==> src/rtl/atomic_seq_pkg.sv <==
// atomic_seq_pkg: shared reservation, atomic op/status and sequencer state encodings
package atomic_seq_pkg;
    localparam int ReserveOp_WIDTH = 2;
    localparam logic [ReserveOp_WIDTH-1:0] ReserveOp_NONE = 2'd0;
    localparam logic [ReserveOp_WIDTH-1:0] ReserveOp_LD   = 2'd1;
    localparam logic [ReserveOp_WIDTH-1:0] ReserveOp_ST   = 2'd2;
    localparam int AtomOp_WIDTH = 2;
    localparam logic [AtomOp_WIDTH-1:0] AtomOp_SWAP = 2'b00;
    localparam logic [AtomOp_WIDTH-1:0] AtomOp_ADD  = 2'b01;
    localparam logic [AtomOp_WIDTH-1:0] AtomOp_AND  = 2'b10;
    localparam logic [AtomOp_WIDTH-1:0] AtomOp_CAS  = 2'b11;
    localparam int AtomSt_WIDTH = 2;
    localparam logic [AtomSt_WIDTH-1:0] AtomSt_OK       = 2'b00;
    localparam logic [AtomSt_WIDTH-1:0] AtomSt_CMP_FAIL = 2'b01;
    localparam logic [AtomSt_WIDTH-1:0] AtomSt_RETRY    = 2'b10;
    localparam logic [AtomSt_WIDTH-1:0] AtomSt_MISALIGN = 2'b11;
    typedef enum logic [2:0] {
        ATOM_IDLE,
        ATOM_LOAD,
        ATOM_CALC,
        ATOM_STORE,
        ATOM_RESP
    } atom_state_e;
endpackage

==> src/rtl/atomic_seq_if.sv <==
// atomic_seq_if: request/response handshake between a bus master and the atomic sequencer
interface atomic_seq_if #(
    parameter int ADDR_W = 32,
    parameter int DATA_W = 32
);
    logic              req_valid;
    logic              req_ready;
    logic [1:0]        req_op;
    logic [ADDR_W-1:0] req_addr;
    logic [DATA_W-1:0] req_operand;
    logic [DATA_W-1:0] req_cmp;
    logic              rsp_valid;
    logic              rsp_ready;
    logic [DATA_W-1:0] rsp_data;
    logic [1:0]        rsp_status;
    modport master (
        output req_valid, req_op, req_addr, req_operand, req_cmp, rsp_ready,
        input  req_ready, rsp_valid, rsp_data, rsp_status
    );
    modport slave (
        input  req_valid, req_op, req_addr, req_operand, req_cmp, rsp_ready,
        output req_ready, rsp_valid, rsp_data, rsp_status
    );
endinterface

==> src/rtl/atomic_alu.sv <==
// atomic_alu: combinational new-value and CAS compare for one atomic op
module atomic_alu
    import atomic_seq_pkg::*;
#(
    parameter int DATA_W = 32
) (
    input  logic [AtomOp_WIDTH-1:0] op,
    input  logic [DATA_W-1:0]       old,
    input  logic [DATA_W-1:0]       operand,
    input  logic [DATA_W-1:0]       cmp,
    output logic [DATA_W-1:0]       new_val,
    output logic                    cmp_ok
);
    assign new_val = op == AtomOp_ADD ? old + operand :
                     op == AtomOp_AND ? old & operand : operand;
    assign cmp_ok  = op != AtomOp_CAS || old == cmp;
endmodule

==> src/rtl/atomic_seq.sv <==
// atomic_seq: load-reserve / store-conditional read-modify-write sequencer with bounded retry
module atomic_seq
    import atomic_seq_pkg::*;
#(
    parameter int ADDR_W    = 32,
    parameter int DATA_W    = 32,
    parameter int MAX_RETRY = 4
) (
    input  logic                       clk,
    input  logic                       rst_n,
    atomic_seq_if.slave                bus,
    output logic                       dm_rd_en,
    output logic [ADDR_W-1:0]          dm_addr,
    input  logic [DATA_W-1:0]          dm_rdata,
    output logic                       dm_wr_en,
    output logic [DATA_W-1:0]          dm_wdata,
    output logic [ReserveOp_WIDTH-1:0] rsv_op,
    output logic [ADDR_W-1:0]          rsv_addr,
    output logic [3:0]                 rsv_length,
    input  logic                       cr0_eq
);
    localparam logic [3:0] MAX_R = 4'(MAX_RETRY);
    atom_state_e state, state_nxt;
    logic [AtomOp_WIDTH-1:0] op_q;
    logic [ADDR_W-1:0]       addr_q;
    logic [DATA_W-1:0]       operand_q, cmp_q, wdata_q, rsp_data_q;
    logic [AtomSt_WIDTH-1:0] status_q;
    logic [3:0]              retry_q;
    logic [DATA_W-1:0]       alu_new;
    logic                    alu_cmp_ok, accept, misaligned, retry_left;

    atomic_alu #(.DATA_W(DATA_W)) u_alu (
        .op(op_q), .old(dm_rdata), .operand(operand_q), .cmp(cmp_q),
        .new_val(alu_new), .cmp_ok(alu_cmp_ok)
    );

    assign accept     = state == ATOM_IDLE && bus.req_valid;
    assign misaligned = bus.req_addr[1:0] != 2'b00;
    assign retry_left = retry_q < MAX_R;

    always_comb begin
        state_nxt = state;
        case (state)
            ATOM_IDLE:  state_nxt = bus.req_valid ? (misaligned ? ATOM_RESP : ATOM_LOAD) : ATOM_IDLE;
            ATOM_LOAD:  state_nxt = ATOM_CALC;
            ATOM_CALC:  state_nxt = alu_cmp_ok ? ATOM_STORE : ATOM_RESP;
            ATOM_STORE: state_nxt = (cr0_eq || !retry_left) ? ATOM_RESP : ATOM_LOAD;
            ATOM_RESP:  state_nxt = bus.rsp_ready ? ATOM_IDLE : ATOM_RESP;
            default:    state_nxt = ATOM_IDLE;
        endcase
    end

    assign bus.req_ready  = state == ATOM_IDLE;
    assign bus.rsp_valid  = state == ATOM_RESP;
    assign bus.rsp_data   = rsp_data_q;
    assign bus.rsp_status = status_q;
    assign dm_rd_en       = state == ATOM_LOAD;
    assign dm_wr_en       = state == ATOM_STORE;
    assign dm_wdata       = wdata_q;
    assign dm_addr        = addr_q;
    assign rsv_addr       = addr_q;
    assign rsv_length     = 4'd4;
    assign rsv_op         = state == ATOM_LOAD ? ReserveOp_LD :
                            state == ATOM_STORE ? ReserveOp_ST : ReserveOp_NONE;

    // Status is staged ahead of RESP; it is only observed once rsp_valid rises.
    always_ff @(posedge clk or negedge rst_n) begin
        if (!rst_n) begin
            state      <= ATOM_IDLE;
            op_q       <= '0;
            addr_q     <= '0;
            operand_q  <= '0;
            cmp_q      <= '0;
            wdata_q    <= '0;
            rsp_data_q <= '0;
            status_q   <= AtomSt_OK;
            retry_q    <= '0;
        end else begin
            state <= state_nxt;
            if (accept) begin
                op_q       <= bus.req_op;
                addr_q     <= bus.req_addr;
                operand_q  <= bus.req_operand;
                cmp_q      <= bus.req_cmp;
                retry_q    <= '0;
                rsp_data_q <= '0;
                status_q   <= misaligned ? AtomSt_MISALIGN : AtomSt_OK;
            end
            if (state == ATOM_CALC) begin
                rsp_data_q <= dm_rdata;
                wdata_q    <= alu_new;
                status_q   <= alu_cmp_ok ? AtomSt_OK : AtomSt_CMP_FAIL;
            end
            if (state == ATOM_STORE) begin
                status_q <= cr0_eq ? AtomSt_OK : AtomSt_RETRY;
                if (!cr0_eq && retry_left) retry_q <= retry_q + 4'd1;
            end
        end
    end
endmodule

==> src/flat_wrapper.sv <==
// flat-port wrapper written by rule: the top's interface ports become plain ports
module atomic_seq_flat import atomic_seq_pkg::*;
#(
    parameter int ADDR_W    = 32,
    parameter int DATA_W    = 32,
    parameter int MAX_RETRY = 4
)
  (clk, rst_n, dm_rd_en, dm_addr, dm_rdata, dm_wr_en, dm_wdata, rsv_op, rsv_addr, rsv_length, cr0_eq, bus_req_valid, bus_req_op, bus_req_addr, bus_req_operand, bus_req_cmp, bus_rsp_ready, bus_req_ready, bus_rsp_valid, bus_rsp_data, bus_rsp_status);
  atomic_seq_if #(.ADDR_W(ADDR_W), .DATA_W(DATA_W)) bus_i ();
  input  logic clk;
  input  logic rst_n;
  output logic dm_rd_en;
  output logic [ADDR_W-1:0] dm_addr;
  input  logic [DATA_W-1:0] dm_rdata;
  output logic dm_wr_en;
  output logic [DATA_W-1:0] dm_wdata;
  output logic [ReserveOp_WIDTH-1:0] rsv_op;
  output logic [ADDR_W-1:0] rsv_addr;
  output logic [3:0] rsv_length;
  input  logic cr0_eq;
  input wire logic [$bits(bus_i.req_valid)-1:0] bus_req_valid;
  input wire logic [$bits(bus_i.req_op)-1:0] bus_req_op;
  input wire logic [$bits(bus_i.req_addr)-1:0] bus_req_addr;
  input wire logic [$bits(bus_i.req_operand)-1:0] bus_req_operand;
  input wire logic [$bits(bus_i.req_cmp)-1:0] bus_req_cmp;
  input wire logic [$bits(bus_i.rsp_ready)-1:0] bus_rsp_ready;
  output wire logic [$bits(bus_i.req_ready)-1:0] bus_req_ready;
  output wire logic [$bits(bus_i.rsp_valid)-1:0] bus_rsp_valid;
  output wire logic [$bits(bus_i.rsp_data)-1:0] bus_rsp_data;
  output wire logic [$bits(bus_i.rsp_status)-1:0] bus_rsp_status;
  assign bus_i.req_valid = bus_req_valid;
  assign bus_i.req_op = bus_req_op;
  assign bus_i.req_addr = bus_req_addr;
  assign bus_i.req_operand = bus_req_operand;
  assign bus_i.req_cmp = bus_req_cmp;
  assign bus_i.rsp_ready = bus_rsp_ready;
  assign bus_req_ready = bus_i.req_ready;
  assign bus_rsp_valid = bus_i.rsp_valid;
  assign bus_rsp_data = bus_i.rsp_data;
  assign bus_rsp_status = bus_i.rsp_status;
  atomic_seq #(.ADDR_W(ADDR_W), .DATA_W(DATA_W), .MAX_RETRY(MAX_RETRY)) u_core (.clk(clk), .rst_n(rst_n), .bus(bus_i), .dm_rd_en(dm_rd_en), .dm_addr(dm_addr), .dm_rdata(dm_rdata), .dm_wr_en(dm_wr_en), .dm_wdata(dm_wdata), .rsv_op(rsv_op), .rsv_addr(rsv_addr), .rsv_length(rsv_length), .cr0_eq(cr0_eq));
endmodule
==> config.mk <==
export PLATFORM = sky130hd
export DESIGN_NAME = atomic_seq_flat
export DESIGN_NICKNAME = d
export VERILOG_FILES = /design/src/rtl/atomic_seq_pkg.sv /design/src/rtl/atomic_seq_if.sv /design/src/rtl/atomic_alu.sv /design/src/rtl/atomic_seq.sv /design/src/flat_wrapper.sv
export SDC_FILE = /design/constraint.sdc
export NUM_CORES = 1
export LEC_CHECK = 0
export ABC_CLOCK_PERIOD_IN_PS = 7500
export CORE_ASPECT_RATIO = 0.9
export CORE_UTILIZATION = 23
export DETAILED_ROUTE_END_ITERATION = 8
export PLACE_DENSITY_LB_ADDON = 0.2
export SETUP_SLACK_MARGIN = 0.05
export SLEW_MARGIN = 5
export SYNTH_ARGS = -nofsm -noshare
export SYNTH_HDL_FRONTEND = slang
export SYNTH_SLANG_ARGS = --single-unit
==> constraint.sdc <==
create_clock -name clk -period 7.5 [get_ports clk]
set_input_delay 1.875 -clock clk [delete_from_list [all_inputs] [get_ports clk]]
set_output_delay 1.875 -clock clk [all_outputs]
set_load 0.05 [all_outputs]
# == Yosys cells after proc, flatten, opt, wreduce, memory -nomap -nowiden ==
# Cells that the tools add are included.
# word_totals
out_inout_bits,140
mem_bits_ro,0
n_memories,0
elab_cells,52
latchBits,0
reg_bits,171
mem_bits_rw,0
input_bits,135
# classes
n_mux,21
n_eq_ne,8
reduce_logical,10
order_cmp,1
n_div,0
n_addsub,2
bitwise_logic,1
shift,0
n_mul,0
# ops
cell,count
32-bit 2-to-1 mux,4
32-bit adder,1
32-bit bitwise AND,1
32-bit equality test,1
3-bit 2-to-1 mux,5
3-bit one-hot mux with 5 select lines,1
2-bit 2-to-1 mux,7
4-bit 2-to-1 mux,3
3-bit by 2-bit equality test with 1-bit output (second input constant),2
4-bit by 1-bit adder with 4-bit output (second input constant),1
4-bit by 3-bit < comparator with 1-bit output (second input constant),1
2-bit nonzero test,2
3-bit by 1-bit equality test with 1-bit output (second input constant),1
3-bit equality test (second input constant),1
3-bit zero test,1
3-bit nonzero test,1
2-bit by 1-bit equality test with 1-bit output (second input constant),1
2-bit equality test (second input constant),1
1-bit logical AND,2
1-bit zero test,2
1-bit logical OR,2
2-bit inequality test (second input constant),1
1-bit 2-to-1 mux,1

# == Longest topological paths before layout ==
# depth
depth_word,5
mapped_depth,9

# == Modules after synthesis ==
# From an unflattened synthesis, not the netlist that was laid out.
# unflattened
hier_cells,1075
hier_area_um2,9799.4
# by_module_without_submodules
mod,instances,cells_each,area_each_um2
atomic_seq,1,642,6807.8
atomic_alu,1,433,2991.6

# == Worst setup path before layout ==
# Ideal clock, no wire load.
# synth_timing
path_kind,flip-flop to output port
from,register u_core.state[0]
to,output rsv_op[0]
arrival_time_ps,2056
stages_incl_launch_ff,3
slack_ps,3569
cell_sequence,dfrtp_1 nor3b_1 buf_4
# synth_via
elab_chain_cells,2
# synth_lines
item,line_no,text
from (decl),atomic_seq.sv:23,"atom_state_e state, state_nxt;"
from (signal assigned),atomic_seq.sv:79,state <= state_nxt;
3-bit by 1-bit equality test with 1-bit output,--,
via dm_rd_en,flat_wrapper.sv:12,output logic dm_rd_en;
2-bit 2-to-1 mux,atomic_seq.sv:63,assign rsv_op = state == ATOM_LOAD ? ReserveOp_LD :
to (decl),flat_wrapper.sv:17,output logic [ReserveOp_WIDTH-1:0] rsv_op;
# The timed path passes the listed nets, and every way through them passes these cells.

# == Final worst setup path ==
# layout_timing
from,input dm_rdata[0]
to,register u_core.wdata_q[28] (netlist: u_core.dm_wdata[28])
# layout_via
elab_chain_cells,2
# layout_lines
item,line_no,text
from (decl),flat_wrapper.sv:14,input logic [DATA_W-1:0] dm_rdata;
32-bit adder,atomic_alu.sv:14,assign new_val = op == AtomOp_ADD ? old + operand :
32-bit 2-to-1 mux,atomic_alu.sv:14,
to (signal assigned),atomic_seq.sv:91,wdata_q <= alu_new;
to (decl),atomic_seq.sv:26,"logic [DATA_W-1:0] operand_q, cmp_q, wdata_q, rsp_data_q;"
# No other way between the ends.
# A chain may end at the register's enable or synchronous reset.

==> flow_metrics.env <==
export IMPL_worst_path_stages=10
export IMPL_timing_rr_end="u_core.dm_wdata[28]"
export IMPL_ys_types=63
export IMPL_cpLargestDelayFamily="compound AO/OA/AOI/OAI gates"
export IMPL_ys_flop_type="dfrtp_1"
export IMPL_totalPowerFinal_mw=6.444
export IMPL_hold_violations=0
export IMPL_grt_setup_unrepaired="no"
export IMPL_grt_pass1_wl_microns=54460
export IMPL_vias=8491
export IMPL_synth_edf_count=0
export IMPL_yosys_register_bits=171
export IMPL_die_w_microns=217.6
export IMPL_outcome="completed"
export IMPL_whs_ns=0.4833
export IMPL_slew_viol_final=0
export IMPL_vdd_drop_max_mv=0.2871
export IMPL_tightest_slew_ns=0.8857
export IMPL_core_sq_um=40900
export IMPL_crit_slowest_cell="clkdlybuf4s50_1"
export IMPL_cts_root_buffer="clkbuf_16"
export IMPL_track_usage_pct=17.03
export IMPL_portBuffers=270
export IMPL_critPathKind="in -> reg"
export IMPL_final_area_sq_um=13150
export IMPL_finalSetupTns_ns=0
export IMPL_clk_pin_slew_ns=0.07
export IMPL_drt_initial_drc_count=492
export IMPL_p_leak_nw=5.798
export IMPL_place_congestion=0.8252
export IMPL_wl_microns=36010
export IMPL_drive_above_1_share_pct=4.129
export IMPL_yosysSeqAreaShare_pct=44.47
export IMPL_clk_latency_ns=0.44
export IMPL_ctsHoldBuffers=0
export IMPL_drcViolationCount=0
export IMPL_fin_crit_sh_pct=59.00
export IMPL_cts_htree_levels=4
export IMPL_fp_dieArea_sq_um=42660
export IMPL_grt_pass1_vias=8476
export IMPL_synth_avg_cell_area_sq_um=8.606
export IMPL_cpPeakStageDelay_ns=0.52
export IMPL_reg2reg_depth=9
export IMPL_cts_tree="built"
export IMPL_cap_violations=0
export IMPL_placed_cell_area_sq_um=12580
export IMPL_hold_class="reg -> reg"
export IMPL_max_clock_freq_mhz=226.0
export IMPL_ys_async_sr_fraction_pct=100.0
export IMPL_rrSetupSlack_ns=4.68
export IMPL_path_cells="clkdlybuf4s50_1 -> ha_1 -> fa_1 -> a21oi_1 -> o211ai_1 -> a31oi_1 -> nor3_1 -> o32a_1 -> xnor2_1 -> o21ai_0"
export IMPL_dr_pass1_iters=5
export IMPL_cts_setup_buffers=0
export IMPL_synth_top_area_share_pct=44.47
export IMPL_area_growth_syn_to_layout_pct=36.64
export IMPL_initial_core_util_pct=23.52
export IMPL_drtAntennaViolNets=0
export IMPL_ys_warnings_count=0
export IMPL_grt_overflow=0
export IMPL_crit_buf_inv=1
export IMPL_dieHeight_microns=196.0
export IMPL_holdPathEnd="u_core.dm_wdata[8]"
export IMPL_antenna_found_initial=5
export IMPL_r2r_start="u_core.operand_q[0]"
export IMPL_hold_depth=2
export IMPL_dp_hpwl_microns=26720
export IMPL_syn_area_sq_um=9622
export IMPL_worstSetupStartpointType="primary input"
export IMPL_setup_viol=0
export IMPL_arrival_ns=4.79
export IMPL_grt_max_degree=78
export IMPL_clock_skew_ns=0.007804
export IMPL_cts_sinks=171
export IMPL_pin_count=275
export IMPL_worstPathRequired_ns=7.86
export IMPL_min_period_ns=4.425
export IMPL_slew_headroom_pct=40.95
export IMPL_synth_top_area_cell="dfrtp_1"
export IMPL_ctsResizeCount=0
export IMPL_cp_end_kind="register"
export IMPL_final_cells=1874
export IMPL_synthTopCellsByArea="dfrtp_1 (44%), nand2_1 (14%), ha_1 (4.3%), xnor2_1 (3.6%), o21ai_0 (3.5%)"
export IMPL_worstPathMaxFanout=3
export IMPL_via_per_inst=4.531
export IMPL_detail_route_wl_per_cell_microns=19.22
export IMPL_hold_start="u_core.dm_wdata[8]"
export IMPL_pwr_density_cell_nw_per_um2=490.1
export IMPL_numCtsBuffers=17
export IMPL_clock_path_buffers=2
export IMPL_placed_cells=1841
export IMPL_netlist_instances=1118
export IMPL_num_rows=70
export IMPL_nNetsFinal=1489
==> worst reg2reg max path, stage by stage (launching register included) <==
cell      delay (ns)
dfrtp_1         0.41
ha_1            0.24
fa_1            0.42
a21oi_1         0.23
o211ai_1        0.20
a31oi_1         0.42
nor3_1          0.17
o32a_1          0.38
xnor2_1         0.12
o21ai_0         0.14
==> metrics by stage <==
| step | utilization [%] | worst slack, ns |
|---|---|---|
| after floorplan | - | 3.569 |
| after CTS | 32.13 | 3.119 |
| after global placement | 30.76 | 2.669 |
| after global routing | 32.14 | 2.915 |
| after detailed placement | 30.76 | 2.637 |
| final | 32.14 | 3.075 |
==> worst max path at each step <==
stage,startpoint,endpoint,slack (ns)
2_1_floorplan,u_core.state[0],rsv_op[0],3.57
3_3_place_gp,dm_rdata[0],u_core.dm_wdata[28],2.67
3_5_place_dp,dm_rdata[0],u_core.dm_wdata[28],2.64
4_1_cts,dm_rdata[0],u_core.dm_wdata[28],3.12
5_1_grt,dm_rdata[0],u_core.dm_wdata[28],2.92
6_report,dm_rdata[0],u_core.dm_wdata[28],3.07
==> cells in the mapped netlist (2+ instances only) <==
library cell  instances
nand2_1             368
dfrtp_1             171
o21ai_0              68
clkbuf_1             49
a21oi_1              48
xnor2_1              40
buf_4                38
a22o_1               34
ha_1                 33
mux2i_1              32
nor2_1               32
o211ai_1             19
xor2_1               16
nand3_1              13
nand4_1              12
inv_1                11
a31oi_1              10
and3_1                9
a21o_1                7
and2_1                7
buf_1                 7
nor2b_1               7
nor3_1                7
nand2b_1              6
o21ai_1               6
a211oi_1              5
mux2_2                5
a21boi_0              4
buf_2                 3
nor3b_1               3
nor4_1                3
o21bai_1              3
o22ai_1               3
or3_1                 3
a211o_1               2
a221oi_1              2
a22oi_1               2
and3b_1               2
and4_1                2
conb_1                2
o221ai_1              2
==> final cells by class <==
cell class | instances | area, sq um
well taps | 540 | 675.6
clock buffers | 20 | 436.7
fillers | 4224 | 27750
diodes | 2 | 5.005
repair buffers | 279 | 2771
clock inverters | 11 | 122.6
flip-flops and latches | 171 | 4280
multi-input cells | 840 | 4815
inverters | 11 | 41.29
==> logic make-up after synthesis <==
group	Yosys count	synth area share [%]
simple gates	480	20.75
mux	37	3.914
fa+ha+maj	34	4.499
flops	171	44.47
compound gates	229	15.40
buf+inv	109	5.787
other cells	2	0.07805
xor+xnor	56	5.098
==> layer usage <==
layer	share of wire [%]	GRT usage, %	vias to the layer above
met5	0.064	0	-
met4	1.3	4.330	4
met3	4.7	3.318	31
met2	46	26.63	179
met1	48	23.88	4098
li1	-	-	4179
==> power by group <==
group          switching (mW)  internal [mW]
logic                    2.53           1.35
registers               0.352           1.32
clock network           0.394          0.488
total                    3.28           3.16
==> cells in the final DEF, fill, tap and decap left out, drive strengths merged, types with 5 or more instances in the layout <==
cell type      Yosys  layout
nand2b             6       6
nand2            369     369
o21ai             74      74
nor2b              7       7
xnor2             40      40
nor3               7       7
a22o              34      34
a21o               7       7
dfrtp            171     171
nand3             13      13
ha                33      33
mux2               5       5
buf               48      10
clkbuf            50      20
clkdlybuf4s50      0     269
a31oi             10      10
mux2i             32      32
nand4             12      12
and3               9       9
inv               11      12
a211oi             5       5
o211ai            20      20
nor2              32      32
a21oi             48      48
xor2              16      16
and2               7       7
==> state kept, by name (all words and copies together) (netlist names) <==
register and flops:
u_core.state 3, u_core.op_q 2, u_core.bus.rsp_data 32, u_core.operand_q 32, u_core.dm_wdata 32, u_core.cmp_q 32
u_core.retry_q 4, u_core.dm_addr 32, u_core.bus.rsp_status 2
No activity file was read; power rests on OpenSTA's default activity.
